File: src/rtl/perf_cnt_pkg.sv
// rtl/perf_cnt_pkg.sv - shared constants and helpers for the perf counter bank
package perf_cnt_pkg;

  localparam int MODE_WRAP = 0;
  localparam int MODE_SAT  = 1;

  // Select-port width: ceil(log2(n)), never narrower than one bit.
  function automatic int clog2_min1(input int n);
    int r;
    r = 0;
    for (int i = 0; i < 31; i++) begin
      if ((1 << i) < n) r = i + 1;
    end
    return (r < 1) ? 1 : r;
  endfunction

endpackage

File: src/rtl/counter_lane.sv
// rtl/counter_lane.sv - one counter channel with clear, load, hold, wrap/saturate and sticky overflow
module counter_lane
  import perf_cnt_pkg::*;
#(
  parameter int WIDTH  = 32,
  parameter int STEP_W = 2,
  parameter int SAT    = MODE_WRAP
) (
  input  logic              clk,
  input  logic              reset,
  input  logic              hold,
  input  logic [STEP_W-1:0] inc,
  input  logic              clr,
  input  logic              load,
  input  logic [WIDTH-1:0]  load_val,
  input  logic              ovf_clr,
  output logic [WIDTH-1:0]  cnt,
  output logic              ovf
);

  logic [WIDTH:0]   sum;
  logic             carry;
  logic             do_inc;
  logic [WIDTH-1:0] cnt_nxt;
  logic             ovf_nxt;

  always_comb begin
    sum    = {1'b0, cnt} + (WIDTH+1)'(inc);
    carry  = sum[WIDTH];
    do_inc = !clr && !load && !hold && (inc != '0);

    cnt_nxt = cnt;
    if (clr) begin
      cnt_nxt = '0;
    end else if (load) begin
      cnt_nxt = load_val;
    end else if (do_inc) begin
      if (carry && (SAT == MODE_SAT)) cnt_nxt = '1;
      else                            cnt_nxt = sum[WIDTH-1:0];
    end

    // A fresh overflow outranks a same-cycle flag clear.
    ovf_nxt = ovf;
    if (do_inc && carry) ovf_nxt = 1'b1;
    else if (ovf_clr)    ovf_nxt = 1'b0;
  end

  always_ff @(posedge clk or negedge reset) begin
    if (!reset) begin
      cnt <= '0;
      ovf <= 1'b0;
    end else begin
      cnt <= cnt_nxt;
      ovf <= ovf_nxt;
    end
  end

endmodule

File: src/rtl/perf_counter_bank.sv
// rtl/perf_counter_bank.sv - multi-channel event counter bank with atomic snapshot and registered read port
module perf_counter_bank
  import perf_cnt_pkg::*;
#(
  parameter int NUM_CH = 4,
  parameter int WIDTH  = 32,
  parameter int STEP_W = 2,
  parameter int SAT    = MODE_WRAP,
  localparam int SEL_W = clog2_min1(NUM_CH)
) (
  input  logic                     clk,
  input  logic                     reset,
  input  logic                     hold,
  input  logic [NUM_CH*STEP_W-1:0] inc_amt,
  input  logic [NUM_CH-1:0]        clr,
  input  logic                     load_en,
  input  logic [SEL_W-1:0]         load_ch,
  input  logic [WIDTH-1:0]         load_val,
  input  logic                     snap,
  input  logic [SEL_W-1:0]         rd_ch,
  output logic [WIDTH-1:0]         rd_data,
  output logic [NUM_CH-1:0]        ovf,
  input  logic [NUM_CH-1:0]        ovf_clr
);

  localparam logic [SEL_W:0] RD_LIMIT = (SEL_W+1)'(NUM_CH);

  logic [NUM_CH-1:0] load_hit;
  logic [WIDTH-1:0]  cnt_all [NUM_CH];
  logic [WIDTH-1:0]  shadow  [NUM_CH];

  // Out-of-range load_ch matches no lane, so the load is dropped.
  for (genvar i = 0; i < NUM_CH; i++) begin : g_lane
    assign load_hit[i] = load_en && (load_ch == SEL_W'(i));

    counter_lane #(
      .WIDTH (WIDTH),
      .STEP_W(STEP_W),
      .SAT   (SAT)
    ) u_lane (
      .clk     (clk),
      .reset   (reset),
      .hold    (hold),
      .inc     (inc_amt[i*STEP_W +: STEP_W]),
      .clr     (clr[i]),
      .load    (load_hit[i]),
      .load_val(load_val),
      .ovf_clr (ovf_clr[i]),
      .cnt     (cnt_all[i]),
      .ovf     (ovf[i])
    );
  end

  always_ff @(posedge clk or negedge reset) begin
    if (!reset) begin
      for (int i = 0; i < NUM_CH; i++) shadow[i] <= '0;
      rd_data <= '0;
    end else begin
      if (snap) begin
        for (int i = 0; i < NUM_CH; i++) shadow[i] <= cnt_all[i];
      end
      if ({1'b0, rd_ch} < RD_LIMIT) rd_data <= shadow[rd_ch];
      else                          rd_data <= '0;
    end
  end

endmodule
File: config.mk
export PLATFORM = sky130hd
export DESIGN_NAME = perf_counter_bank
export DESIGN_NICKNAME = d
export VERILOG_FILES = /design/src/rtl/perf_cnt_pkg.sv /design/src/rtl/counter_lane.sv /design/src/rtl/perf_counter_bank.sv
export SDC_FILE = /design/constraint.sdc
export NUM_CORES = 1
export LEC_CHECK = 0
export BUFFER_PORTS_ARGS = -buffer_cell sky130_fd_sc_hd__buf_2
export CORE_MARGIN = 3
export CORE_UTILIZATION = 50
export CTS_BUF_LIST = sky130_fd_sc_hd__clkbuf_8
export CTS_CLUSTER_SIZE = 40
export DETAILED_ROUTE_END_ITERATION = 10
export PLACE_DENSITY = 0.77
export SETUP_SLACK_MARGIN = 0.2
export SLEW_MARGIN = 40
export SYNTH_ARGS = -nofsm -noshare
export SYNTH_HDL_FRONTEND = slang
export SYNTH_SLANG_ARGS = --single-unit
export TNS_END_PERCENT = 20
File: constraint.sdc
create_clock -name clk -period 2 [get_ports clk]
set_input_delay 0.3 -clock clk [delete_from_list [all_inputs] [get_ports clk]]
set_output_delay 0.3 -clock clk [all_outputs]
set_load 0.01 [all_outputs]
# After elaboration in Yosys (flattened, before gate mapping)

Cells that the tools add are included.

Bits of input ports: 57
RAM bits: 0
Bits in registers: 292
Latch bits: 0
Output and inout port bits: 36
Memories kept: 0
Bits in read-only memories: 0
Logic and storage cells: 87

Eq/ne operators: 3
Multiply operators: 0
Add/sub/neg operators: 4
Shift-type cells: 0
Order comparisons: 1
Divide/modulo/power cells: 0
Reductions and logical operators: 42
Bitwise operators: 1
Multiplexer cells: 23

Operators with widths:

| cell                                                                   | number |
|---|---|
| 32-bit 2-to-1 mux                                                      | 14 |
| 32-bit by 2-bit adder with 33-bit output                               | 4 |
| 32-bit binary-select mux with 2-bit select                             | 1 |
| 1-bit logical AND                                                      | 20 |
| 2-bit nonzero test                                                     | 8 |
| 3-bit nonzero test                                                     | 4 |
| 1-bit logical NOT                                                      | 9 |
| 1-bit 2-to-1 mux                                                       | 8 |
| 2-bit equality test (second input constant)                            | 2 |
| 3-bit greater-or-equal comparator (second input constant)              | 1 |
| 2-bit inverter with 3-bit output                                       | 1 |
| 2-bit by 1-bit equality test with 1-bit output (second input constant) | 1 |
| 2-bit logical NOT                                                      | 1 |

# Depth between registers and ports, before layout

Depth after elaboration: 9
Depth in mapped cells: 8
Mapped depth without buffers: 7

# By module

From an unflattened synthesis, not the netlist that was laid out.

Cells, all modules: 1397
Area, all modules: 15569.9 µm²

By module, submodules not included:

| module                              | cells an instance | times used | sequential area each (µm²) | area an instance (µm²) |
|---|---|---|---|---|
| perf_counter_bank                   | 345               | 1          | 4003.8                     | 6388.6 |
| counter_lane (g_lane[0].u_lane ...) | 264               | 2          | 825.8                      | 2316.0 |
| counter_lane (g_lane[1].u_lane)     | 260               | 1          | 825.8                      | 2274.7 |
| counter_lane (g_lane[3].u_lane)     | 264               | 1          | 825.8                      | 2274.7 |

# Worst setup path after synthesis

OpenSTA, ideal clock, no wires.

Kind: register -> register
Start point: reg g_lane[3].u_lane.cnt[0]
End point: reg g_lane[3].u_lane.cnt[12]
Arrival time: 2.036 ns
Data required time: 1.901 ns
Buffers on the path: 1
Library setup time: 0.099 ns
Setup slack: -0.135 ns
Stages on the path, launching flop included: 8
Period minus slack after synthesis: 2.135 ns
Cell sequence: dfrtp_1 ha_1 fa_1 inv_1 or4_4 buf_6 or3_1 a311oi_1

Cells in the longest elaborated chain, start to end: 4

Ends and longest elaborated chain:

| item                                     | line               | RTL |
|---|---|---|
| from (decl)                              | counter_lane.sv:17 | `output logic [WIDTH-1:0] cnt,` |
| from (signal assigned)                   | counter_lane.sv:53 | `cnt <= cnt_nxt;` |
| 32-bit by 2-bit adder with 33-bit output | counter_lane.sv:28 | `sum = {1'b0, cnt} + (WIDTH+1)'(inc);` |
| 32-bit 2-to-1 mux                        | counter_lane.sv:37 | `end else if (do_inc) begin` |
| 32-bit 2-to-1 mux                        | counter_lane.sv:35 | `end else if (load) begin` |
| 32-bit 2-to-1 mux                        | counter_lane.sv:33 | `if (clr) begin` |

No other way between the ends. The select of a mux whose other input is x is not followed.
A chain may end at the register's enable or synchronous reset.

# Worst setup path after layout

Ends and elaborated chain as after synthesis.

==> results.md <==
- WL final: ~44000 µm
- Largest net degree at the start of global routing: 67
- CP max stage cell: or4_4
- Post-Syn Nets: 1322
- DR vias: 11979
- Pwr Total: around 14 mW
- Sequence of cells on the critical path: ha_2 -> fa_2 -> inv_2 -> or4_4 -> buf_12 -> or3_4 -> a311oi_1
- Post-synthesis async set-or-reset flop share: 100.0%
- Fin Clk Skew: between 20 and 25 ps
- Top post-synthesis cells by area: dfrtp_1, mux2_2, mux4_2, a211oi_1, nor2_1
- H-tree levels: 2
- Required time of the critical path: 2470 ps
- Crit end category: flip-flop
- Clock Sink Count: ~290
- Max-Slew Margin vs Limit: 64.44%
- Area Growth Syn to Fin: 28.29%
- Remaining antenna violation count: 0
- Primary FF master, synth: dfrtp_1
- CTS tree: yes
- Synth Area per Inst: roughly 11 µm²
- Final Hold Viols: 0
- Seq cells post-synth: about 290
- Routed vias/inst: just over 6
- R2R Path Start: g_lane[3].u_lane.cnt[0]
- Final min period: approximately 2200 ps
- Number of port buffers: 92
- Maximum clock insertion buffer count: 3
- Post-Syn Area: 0.01439 mm²
- RSZ-0062 raised after global routing: yes
- Inserted Clock Buffers: 50
- Setup ws final: -187.1 ps
- Antenna violations before repair: 1
- Max IR drop VDD: a little over 0.0006 V
- PwrDens: between 700 and 800 mW/mm²
- Top cell type's share of synthesized area: approximately half
- Critical path origin: g_lane[3].u_lane.cnt[0]
- Synth top cells by count: dfrtp_1, nor2_1, mux2_2
- Dpl ws: -292.2 ps
- Clock latency on the worst-skew pair: just under 600 ps
- Row count: 61
- Critical Path Source Type: flip-flop
- Critical path arrival: around 2700 ps
- Antenna diodes: 0
- Synth Warn #: 0
- CTS clk-pin slew, worst paths: 60 ps
- Fin crit share: 109.4%
- Layout cells sized above 1: 41.68%
- Chip height: about 180 µm
- Setup violators final: 28
- Min-delay src: load_val[30]
- Drt first pass iters: 7
- Global-route wire length before repair: slightly below 70000 µm
- Chip width: about 180 µm
- Lkg Pwr: 8.471 nW
- Worst-margin pin slew: 532.2 ps
- CP peak stage delay: 530 ps
- CTS root buf: clkbuf_8
- I/O Pins: slightly above 90
- Max-cap violation count: 0
- Post-synthesis sequential area ratio: about half
- Outcome: complete, but fails checks
- Overflow after GRT: 0
- DR iter-0 viols: approximately 1200
- Die area: ~0.031 mm²
- Netlist cell types: 64
- Fmax: 457.2 MHz
- Starting Density: between 50 and 60%
- Vias in the first global route: roughly 12000
- Failing checks: setup timing
- Most common cell in the synthesized netlist: dfrtp_1
- Post-DP HPWL: just under 30000 µm
- Yosys top cell by area: dfrtp_1
- Post-DR wirelength/cell: ~23 µm
- EDFF count, synth: 0
- Crit-path max FO: 5
- Total track usage: between 20 and 30%
- Post-Syn Instances: 1253
- Drc violations: 0
- Crit Path Category: flip-flop to flip-flop
- Core area: roughly 0.028 mm²
- Gpl congestion: just under 1
- Max Slew Vio Count: 0
- Nets: about 1600
- Hold Worst Slack: around 25 ps
- HP Class: input port to flip-flop
-- area by class of cell --
| class | count | area [µm²] |
|---|---|---|
| Fill cell | 2072 | 9632 |
| Multi-Input combinational cell | 867 | 7385 |
| Sequential cell | 292 | 7307 |
| Timing Repair Buffer | 283 | 2138 |
| Clock buffer | 68 | 935.9 |
| Tap cell | 378 | 473.0 |
| Clock inverter | 23 | 152.6 |
| Inverter | 17 | 63.81 |
-- metal layers --
layer	vias up	GRT usage (%)	part of all wire [%]
li1	5131	-	-
met1	6018	36.99	38
met3	161	4.475	8.9
met4	2	12.08	4.4
met5	-	0	0.032
met2	667	46.05	49
-- registers in the layout (all words and copies together), names as in the netlist --
register	count
shadow	128
rd_data	32
g_lane.u_lane.ovf	4
g_lane.u_lane.cnt	128
-- worst max-delay path, delay by kind of cell, from the launching register on --
kind / cells / cell delay, ps
fa+ha+maj: 2 / 410
flops: 1 / 360
buf+inv: 2 / 210
simple gates: 2 / 850
compound gates: 1 / 250
-- per-stage QoR --
step | setup TNS (ps) | util, % | cells | instance area, µm²
finish | -1826 | 65.71 | 1928 | 18460
global route | -4702 | 65.71 | 1928 | 18460
CTS | -1197 | 64.08 | 1919 | 18000
detailed placement | -6879 | 58.53 | 1810 | 16440
global placement | -3884 | 58.53 | 1810 | 16440
floorplan | -354.8 | - | 1253 | 14440
-- worst paths after layout --
kind	end	slack [ps]	cells after the start
worst min-delay path	g_lane[0].u_lane.cnt[30]	20	3
max in group asynchronous	shadow[3]	950	4
min in group asynchronous	g_lane[0].u_lane.cnt[30]	250	2
worst max-delay path	g_lane[3].u_lane.cnt[12]	-190	7
worst min register to register	shadow[14]	500	1
worst max register to register	g_lane[3].u_lane.cnt[12]	-190	7
-- cells by family after synthesis --
kind of cell             Yosys count  synth area share, %
flip-flops                       292                50.80
multiplexers                     164                15.31
buffers and inverters             94                2.783
AND/OR/NAND/NOR                  432                15.67
XOR/XNOR                          91                5.541
AO/OA/AOI/OAI                    168                8.646
adder cells (fa/ha/maj)           12                1.253
-- cell usage in the layout, fill, tap and decap left out, types with 11 or more instances in the layout --
cell / n
buf_6: 17
nand2_1: 66
buf_4: 158
and3_1: 17
xor2_1: 40
buf_2: 91
a211oi_2: 12
nor2_1: 134
inv_1: 27
or3_1: 15
o21ai_0: 18
clkbuf_8: 68
nand3_1: 33
dfrtp_1: 292
a211oi_1: 71
a311oi_1: 21
mux2_2: 128
and4_1: 11
buf_12: 13
mux4_2: 32
xnor2_1: 42
nand4_1: 42
-- where the power goes --
group / switching (mW) / total, mW / leakage, nW / internal (mW)
combinational: 0.929 / 1.73 / 3.90 / 0.801
clock: 2.52 / 5.80 / 0.613 / 3.28
sequential: 0.269 / 6.55 / 3.96 / 6.28
total: 3.72 / 14.1 / 8.47 / 10.4
-- repair_timing --
item	in CTS	in global routing
gates resized for setup	75	77
setup endpoints to repair	110	116
hold buffers	3	0
setup buffers	15	8
endpoints found under the hold margin	51	0
pin swaps	79	102
cloned	0	1
Note: power is estimated with default switching activity, not from simulation.
